--- config.mk ---
export PLATFORM = sky130hd
export DESIGN_NAME = arith_scheduler
export DESIGN_NICKNAME = d
export VERILOG_FILES = /design/src/rtl/arith_scheduler.sv
export SDC_FILE = /design/constraint.sdc
export NUM_CORES = 1
export LEC_CHECK = 0
export CAP_MARGIN = 20
export CORE_MARGIN = 2
export CORE_UTILIZATION = 47
export CTS_CLUSTER_DIAMETER = 40
export DETAILED_ROUTE_END_ITERATION = 10
export PLACE_DENSITY = 0.82
export SLEW_MARGIN = 10
export SYNTH_ARGS = -nofsm -noshare
export SYNTH_HDL_FRONTEND = slang
export SYNTH_SLANG_ARGS = --single-unit
--- constraint.sdc ---
create_clock -name clk -period 5.4 [get_ports clk]
set_input_delay 1.08 -clock clk [delete_from_list [all_inputs] [get_ports clk]]
set_output_delay 1.08 -clock clk [all_outputs]
set_load 0.01 [all_outputs]
--- src/rtl/arith_scheduler.sv ---
// Two-requester arithmetic scheduler: round-robin arbitration, one-cycle add,
// three-step shift-add multiply, and a held response slot with backpressure.
module arith_scheduler (
  input  logic       clk,
  input  logic       rst_n,
  input  logic       req0_valid,
  input  logic       req0_op,
  input  logic [2:0] req0_a,
  input  logic [2:0] req0_b,
  output logic       req0_ready,
  input  logic       req1_valid,
  input  logic       req1_op,
  input  logic [2:0] req1_a,
  input  logic [2:0] req1_b,
  output logic       req1_ready,
  output logic       rsp_valid,
  input  logic       rsp_ready,
  output logic [5:0] rsp_data,
  output logic       rsp_id,
  output logic       rsp_op,
  output logic       busy
);

  typedef enum logic [1:0] {IDLE, ADD, MUL, RESP} state_e;

  state_e     state_q, state_d;
  logic       last_grant_q, last_grant_d;
  logic [2:0] a_q, b_q;
  logic       op_q, id_q;
  logic [5:0] acc_q, acc_d;
  logic [1:0] step_q, step_d;
  logic [5:0] rsp_data_q, rsp_data_d;
  logic       rsp_id_q, rsp_id_d;
  logic       rsp_op_q, rsp_op_d;

  logic       grant0, grant1, accept;
  logic       sel_op;
  logic [2:0] sel_a, sel_b;
  logic [5:0] partial;

  // On a tie the requester that did not win last time is granted.
  assign grant0 = (state_q == IDLE) && req0_valid && (!req1_valid ||  last_grant_q);
  assign grant1 = (state_q == IDLE) && req1_valid && (!req0_valid || !last_grant_q);
  assign accept = grant0 || grant1;

  assign sel_op = grant1 ? req1_op : req0_op;
  assign sel_a  = grant1 ? req1_a  : req0_a;
  assign sel_b  = grant1 ? req1_b  : req0_b;

  assign partial = b_q[step_q] ? ({3'b000, a_q} << step_q) : 6'd0;

  always_comb begin
    // NOTE: every signal gets its hold value first, so no path can infer a latch.
    state_d      = state_q;
    last_grant_d = last_grant_q;
    acc_d        = acc_q;
    step_d       = step_q;
    rsp_data_d   = rsp_data_q;
    rsp_id_d     = rsp_id_q;
    rsp_op_d     = rsp_op_q;
    case (state_q)
      IDLE: begin
        if (accept) begin
          state_d      = sel_op ? MUL : ADD;
          last_grant_d = grant1;
          acc_d        = 6'd0;
          step_d       = 2'd0;
        end
      end
      ADD: begin
        rsp_data_d = {3'b000, a_q} + {3'b000, b_q};
        rsp_id_d   = id_q;
        rsp_op_d   = op_q;
        state_d    = RESP;
      end
      MUL: begin
        acc_d  = acc_q + partial;
        step_d = step_q + 2'd1;
        if (step_q == 2'd2) begin
          rsp_data_d = acc_q + partial;
          rsp_id_d   = id_q;
          rsp_op_d   = op_q;
          step_d     = 2'd0;
          state_d    = RESP;
        end
      end
      RESP: begin
        if (rsp_ready) state_d = IDLE;
      end
      default: state_d = IDLE;
    endcase
  end

  // NOTE: operand registers are reset too, so no stale operand survives a reset.
  always_ff @(posedge clk or negedge rst_n) begin
    if (!rst_n) begin
      state_q      <= IDLE;
      last_grant_q <= 1'b1;
      a_q          <= 3'd0;
      b_q          <= 3'd0;
      op_q         <= 1'b0;
      id_q         <= 1'b0;
      acc_q        <= 6'd0;
      step_q       <= 2'd0;
      rsp_data_q   <= 6'd0;
      rsp_id_q     <= 1'b0;
      rsp_op_q     <= 1'b0;
    end else begin
      // NOTE: non-blocking assignments so every register sees pre-edge values.
      state_q      <= state_d;
      last_grant_q <= last_grant_d;
      acc_q        <= acc_d;
      step_q       <= step_d;
      rsp_data_q   <= rsp_data_d;
      rsp_id_q     <= rsp_id_d;
      rsp_op_q     <= rsp_op_d;
      if (accept) begin
        a_q  <= sel_a;
        b_q  <= sel_b;
        op_q <= sel_op;
        id_q <= grant1;
      end
    end
  end

  assign req0_ready = grant0;
  assign req1_ready = grant1;
  assign rsp_valid  = (state_q == RESP);
  assign busy       = (state_q != IDLE);
  assign rsp_data   = rsp_data_q;
  assign rsp_id     = rsp_id_q;
  assign rsp_op     = rsp_op_q;

endmodule

# ---- Word level (Yosys, flattened, before mapping)
# Index checks and enable logic that the tools add are counted.
dict set report word_totals {
  wordCells 63
  reg_bits 27
}
dict set report op_classes {
  n_reduce_logical 18
  muxes 22
  shifts 1
  n_lt_le_gt_ge 1
  n_eq_ne 7
  add_sub_neg 3
}
# op count
set ops {}
lappend ops {{$pmux W6 S2} 2}
lappend ops {{$mux W6} 3}
lappend ops {{$mux W2} 6}
lappend ops {{$pmux W2 S4} 1}
lappend ops {{$add A6 B6 Y6} 1}
lappend ops {{$eq A2 B2 Y1 const B} 3}
lappend ops {{$mux W3} 2}
lappend ops {{$reduce_and A2 Y1} 3}
lappend ops {{$reduce_bool A2 Y1} 3}
lappend ops {{$shl A3 B2 Y6} 1}
lappend ops {{$add A3 B3 Y4} 1}
lappend ops {{$logic_and A1 B1 Y1} 4}
lappend ops {{$mux W1} 4}
lappend ops {{$ne A2 B2 Y1 const B} 2}
lappend ops {{$pmux W1 S2} 2}
lappend ops {{$pmux W2 S2} 1}
lappend ops {{$logic_not A1 Y1} 3}
lappend ops {{$logic_or A1 B1 Y1} 3}
lappend ops {{$lt A2 B3 Y1 const B} 1}
lappend ops {{$reduce_and A3 Y1} 1}
lappend ops {{$add A2 B1 Y2 const B} 1}
lappend ops {{$bmux W1 S2} 1}
lappend ops {{$eq A2 B1 Y1 const B} 1}
lappend ops {{$logic_not A2 Y1} 1}
lappend ops {{$ne A2 B1 Y1 const B} 1}

# ---- Longest topological paths before layout
dict set report depth {
  depth_word 7
  depth_mapped 10
  mapped_depth_nobuf 9
}

# ---- Least setup slack after synthesis
# OpenSTA, ideal clock, no wires.
dict set report synth_timing {
  kind {input -> output}
  start {input req0_valid}
  end {output req1_ready}
  arrival_time_ps 1484
  path_buffers 0
  path_slack_ps 2836
  stages 3
  cell_sequence {nand2_1 nand3_2 inv_1}
}
dict set report synth_between {
  elab_chain_cells 3
}
# element line_no
set synth_rtl {}
lappend synth_rtl {{start, declared} 6} ;# input logic req0_valid,
lappend synth_rtl {{$logic_not A1 Y1} 43} ;# assign grant1 = (state_q == IDLE) && req1_valid && (!req0_valid || !last_grant_q);
lappend synth_rtl {{$logic_or A1 B1 Y1} 43}
lappend synth_rtl {{$logic_and A1 B1 Y1} 43}
lappend synth_rtl {{end, declared} 15} ;# output logic req1_ready,
# No other way between the ends.

# ---- Worst setup path after layout
dict set report layout_timing {
  start {input req1_valid}
  end {output req1_ready}
}
dict set report layout_between {
  elab_chain_cells 2
}
# element line_no
set layout_rtl {}
lappend layout_rtl {{start, declared} 11} ;# input logic req1_valid,
lappend layout_rtl {{$logic_and A1 B1 Y1 (2 in a row)} 43}
# No other way between the ends.

==> flow_summary_export.csv <==
group,metric,value,unit
worst_setup_path,cp_data_arrival_time,2650,ps
clock_network,cts.sinks,27,
synth,synth_seq_area_share,0.400,
pwr,internal_power,0.000564,W
clock_network,clock_path_buffers,2,
status,run_status,"completed",
finish,final_layout_size_suffix_gt1_frac,0.0574,
floorplanning,placementRows,21,
detailed_routing,detailroute.wirelength.met2,1.53,mm
placement,place_area,2020,um^2
floorplanning,pin_count,31,
finish,num-fill-cells,284,
worst_setup_path,end_kind,"output pin",
floorplanning,fp.coreArea,3390,um^2
clock_network,cts.root.buffer_cell,"clkbuf_4",
timing,period_needed,3730,ps
clock_network,cts_inserted_buffers,3,
timing,final-setup-viol-count,0,
timing,fin_hold_ws,497,ps
worst_setup_path,critPathKind,"in -> out",
placement,hpwlAfterDp,2.45,mm
worst_setup_path,crit_path_start,"req1_valid",
global_routing,first_global_vias,1311,
synth,synth.cell_area,1690,um^2
pwr,power.net_switching,0.000423,W
timing,rsz0062_at_grt,"no",
timing,worst_slew_margin_rel,0.446,
finish,most-common-layout-cells,"clkdlybuf4s50_1, nand2_1, dfrtp_1",
floorplanning,floorplan.initialDensity,0.499,
worst_setup_path,worst_r2r_path_depth,7,
finish,final_area,2050,um^2
synth,synth_warnings,0,
pwr,power,0.000987,W
detailed_routing,routed_length_on_met3,114,um
worst_setup_path,timing.critical_path.to,"req1_ready",
pwr,power.combinational.fraction,0.545,
worst_setup_path,regToRegStartpoint,"step_q[0]",
timing,final_max_slew_viol_count,0,
timing,fin_crit_sh,0.690,
worst_setup_path,ff2ff_setup_slack,3020,ps
clock_network,post-cts-setup-buffers,0,
global_routing,grt_overflow_total,0,
clock_network,cts_tree,"built",
finish,most_common_library_cell_in_the_layout_ignoring_fill_and_taps,"clkdlybuf4s50_1",
placement,place_congestion,0.829,
pwr,power.share.clock,0.090,
global_routing,grt_max_degree,28,
synth,post_synth_num_cell_types,40,
clock_network,cts_repair_resize_count,0,
detailed_routing,detail-route-antenna-nets,0,
timing,clock-skew-final,3.26,ps
worst_setup_path,crit-reg2reg-capture,"acc_q[5]",
pwr,vdd.ir_drop.worst,0.265,mV
synth,synthesized_flop_and_latch_total,27,
worst_setup_path,critPathRequiredTime,4320,ps
synth,syn_nets,213,
detailed_routing,routed_via_density,5.35,
min_path,min_path_type,"reg -> reg",
timing,max_freq,268,MHz
synth,synthesis.instances,179,
detailed_routing,detail_route.wl_per_cell,12.6,um
detailed_routing,wl_met1,1.55,mm
floorplanning,fp.dieW,64.0,um
clock_network,hold_buffers,0,
detailed_routing,first_pass_iters,4,
floorplanning,die_extent_in_y,64.0,um
synth,async_reset_ff_frac,1.00,
pwr,seqPwrFrac,0.365,
placement,port_buffers,30,
global_routing,grt_first_pass_wirelength,5.81,mm
timing,final_critical_path_setup_slack,1670,ps
run,maximum_capacitance_violations,0,
clock_network,cts.htree.levels,1,
placement,placement.setup.worst_slack,1650,ps
detailed_routing,maxUsedRoutingLayer,"met4",
clock_network,clock_latency_of_the_later_clocked_register_in_the_worst_skew_pair,320,ps
timing,worst-slew-pin-transition,826,ps
worst_setup_path,critical_path.max_fanout,8,
pwr,p_leak,0.967,nW
detailed_routing,drt_first_iter_violations,35,
finish,num_antenna_cells,0,
timing,hold_violations,0,
worst_setup_path,timing.critical_path.from_type,"primary input",
finish,area_growth_syn_to_layout,21.2,%
detailed_routing,vias_post_dr,1364,
synth,synth_enable_flop_cells,0,
detailed_routing,route.final.wire_length,3.22,mm
detailed_routing,drc,0,
clock_network,clk_transition_reported_paths,140,ps
synth,ys.flop_type,"dfrtp_1",
finish,fin_nets,244,
floorplanning,design.die.area,4100,um^2
timing,fin_setup_tns,0,ps
pwr,power_density,482,nW/um^2
global_routing,grt.total_usage,0.176,
global_routing,antenna_violations_before_repair,0,
synth,synthesis.area_per_instance,9.45,um^2
pwr,p_sw_frac,0.428,
[how the worst min path moves through the flow]
stage / start / endpoint / slack [ps] / cells past startpoint
2_1_floorplan: op_q / op_q / 450 / 1
3_5_place_dp: op_q / op_q / 470 / 1
6_report: op_q / op_q / 500 / 1
5_1_grt: rsp_data[2] / rsp_data[2] / 540 / 1
3_3_place_gp: op_q / op_q / 460 / 1
4_1_cts: op_q / op_q / 500 / 1
[flip-flops by register name, summed over array words and instances, names as in the netlist]
name          count
a_q               3
acc_q             6
b_q               3
id_q              1
last_grant_q      1
op_q              1
rsp_data          6
rsp_id            1
rsp_op            1
state_q           2
step_q            2
[critical path, cell delays in order]
cell	delay (ps)
clkdlybuf4s50_1	630
nand3_2	280
inv_1	120
clkdlybuf4s50_1	540
[power groups by stage]
stage	sequential (W)	clock, W	combinational (W)
after global routing	0.000374	0.0000967	0.000619
after global placement	0.000362	0	0.000524
final	0.000361	0.0000885	0.000538
after detailed placement	0.000366	0	0.000539
after floorplan	0.000349	0	0.000394
after CTS	0.000361	0.0000906	0.000543
[metal layers]
layer	up-vias	track usage
li1	690	-
met1	641	0.246
met2	29	0.297
met3	4	0.0229
met4	0	0.0299
met5	-	0
[stage by stage]
step | cells | utilization
global route | 255 | 0.605
global placement | 251 | 0.597
floorplan | 179 | -
CTS | 255 | 0.605
finish | 255 | 0.605
detailed placement | 251 | 0.597
[layout make-up]
type / instances / area, um^2 / area share
sequential: 27 / 677 / 0.330
tap: 46 / 57.6 / 0.0281
timing repair buffer: 31 / 308 / 0.150
clock buffer: 4 / 26.3 / 0.0128
multi-input combinational: 136 / 940 / 0.458
inverter: 11 / 41.3 / 0.0201
[synthesized netlist by cell type (3+ instances only)]
| cell | n | share of area |
|---|---|---|
| nand2_1 | 27 | 0.060 |
| dfrtp_1 | 26 | 0.38 |
| ha_1 | 13 | 0.096 |
| o21ai_1 | 13 | 0.038 |
| a21oi_1 | 11 | 0.033 |
| inv_1 | 10 | 0.022 |
| mux2i_1 | 8 | 0.047 |
| nor2_1 | 6 | 0.013 |
| nand2b_1 | 5 | 0.018 |
| nand3_1 | 5 | 0.015 |
| nor3_1 | 4 | 0.012 |
| o21ai_0 | 4 | 0.012 |
| o31ai_1 | 4 | 0.018 |
| xor2_1 | 4 | 0.021 |
| a21o_1 | 3 | 0.013 |
| a31oi_1 | 3 | 0.011 |
| buf_2 | 3 | 0.0089 |
| nand3b_1 | 3 | 0.013 |
| o21a_1 | 3 | 0.013 |
[logic make-up after synthesis]
kind of cell	Yosys count	synth area share
compound gates	47	0.173
fa+ha+maj	15	0.120
xor+xnor	4	0.0207
simple gates	60	0.181
buf+inv	16	0.0444
mux	10	0.0607
flops	27	0.400
(Power assumes the default switching activity.)
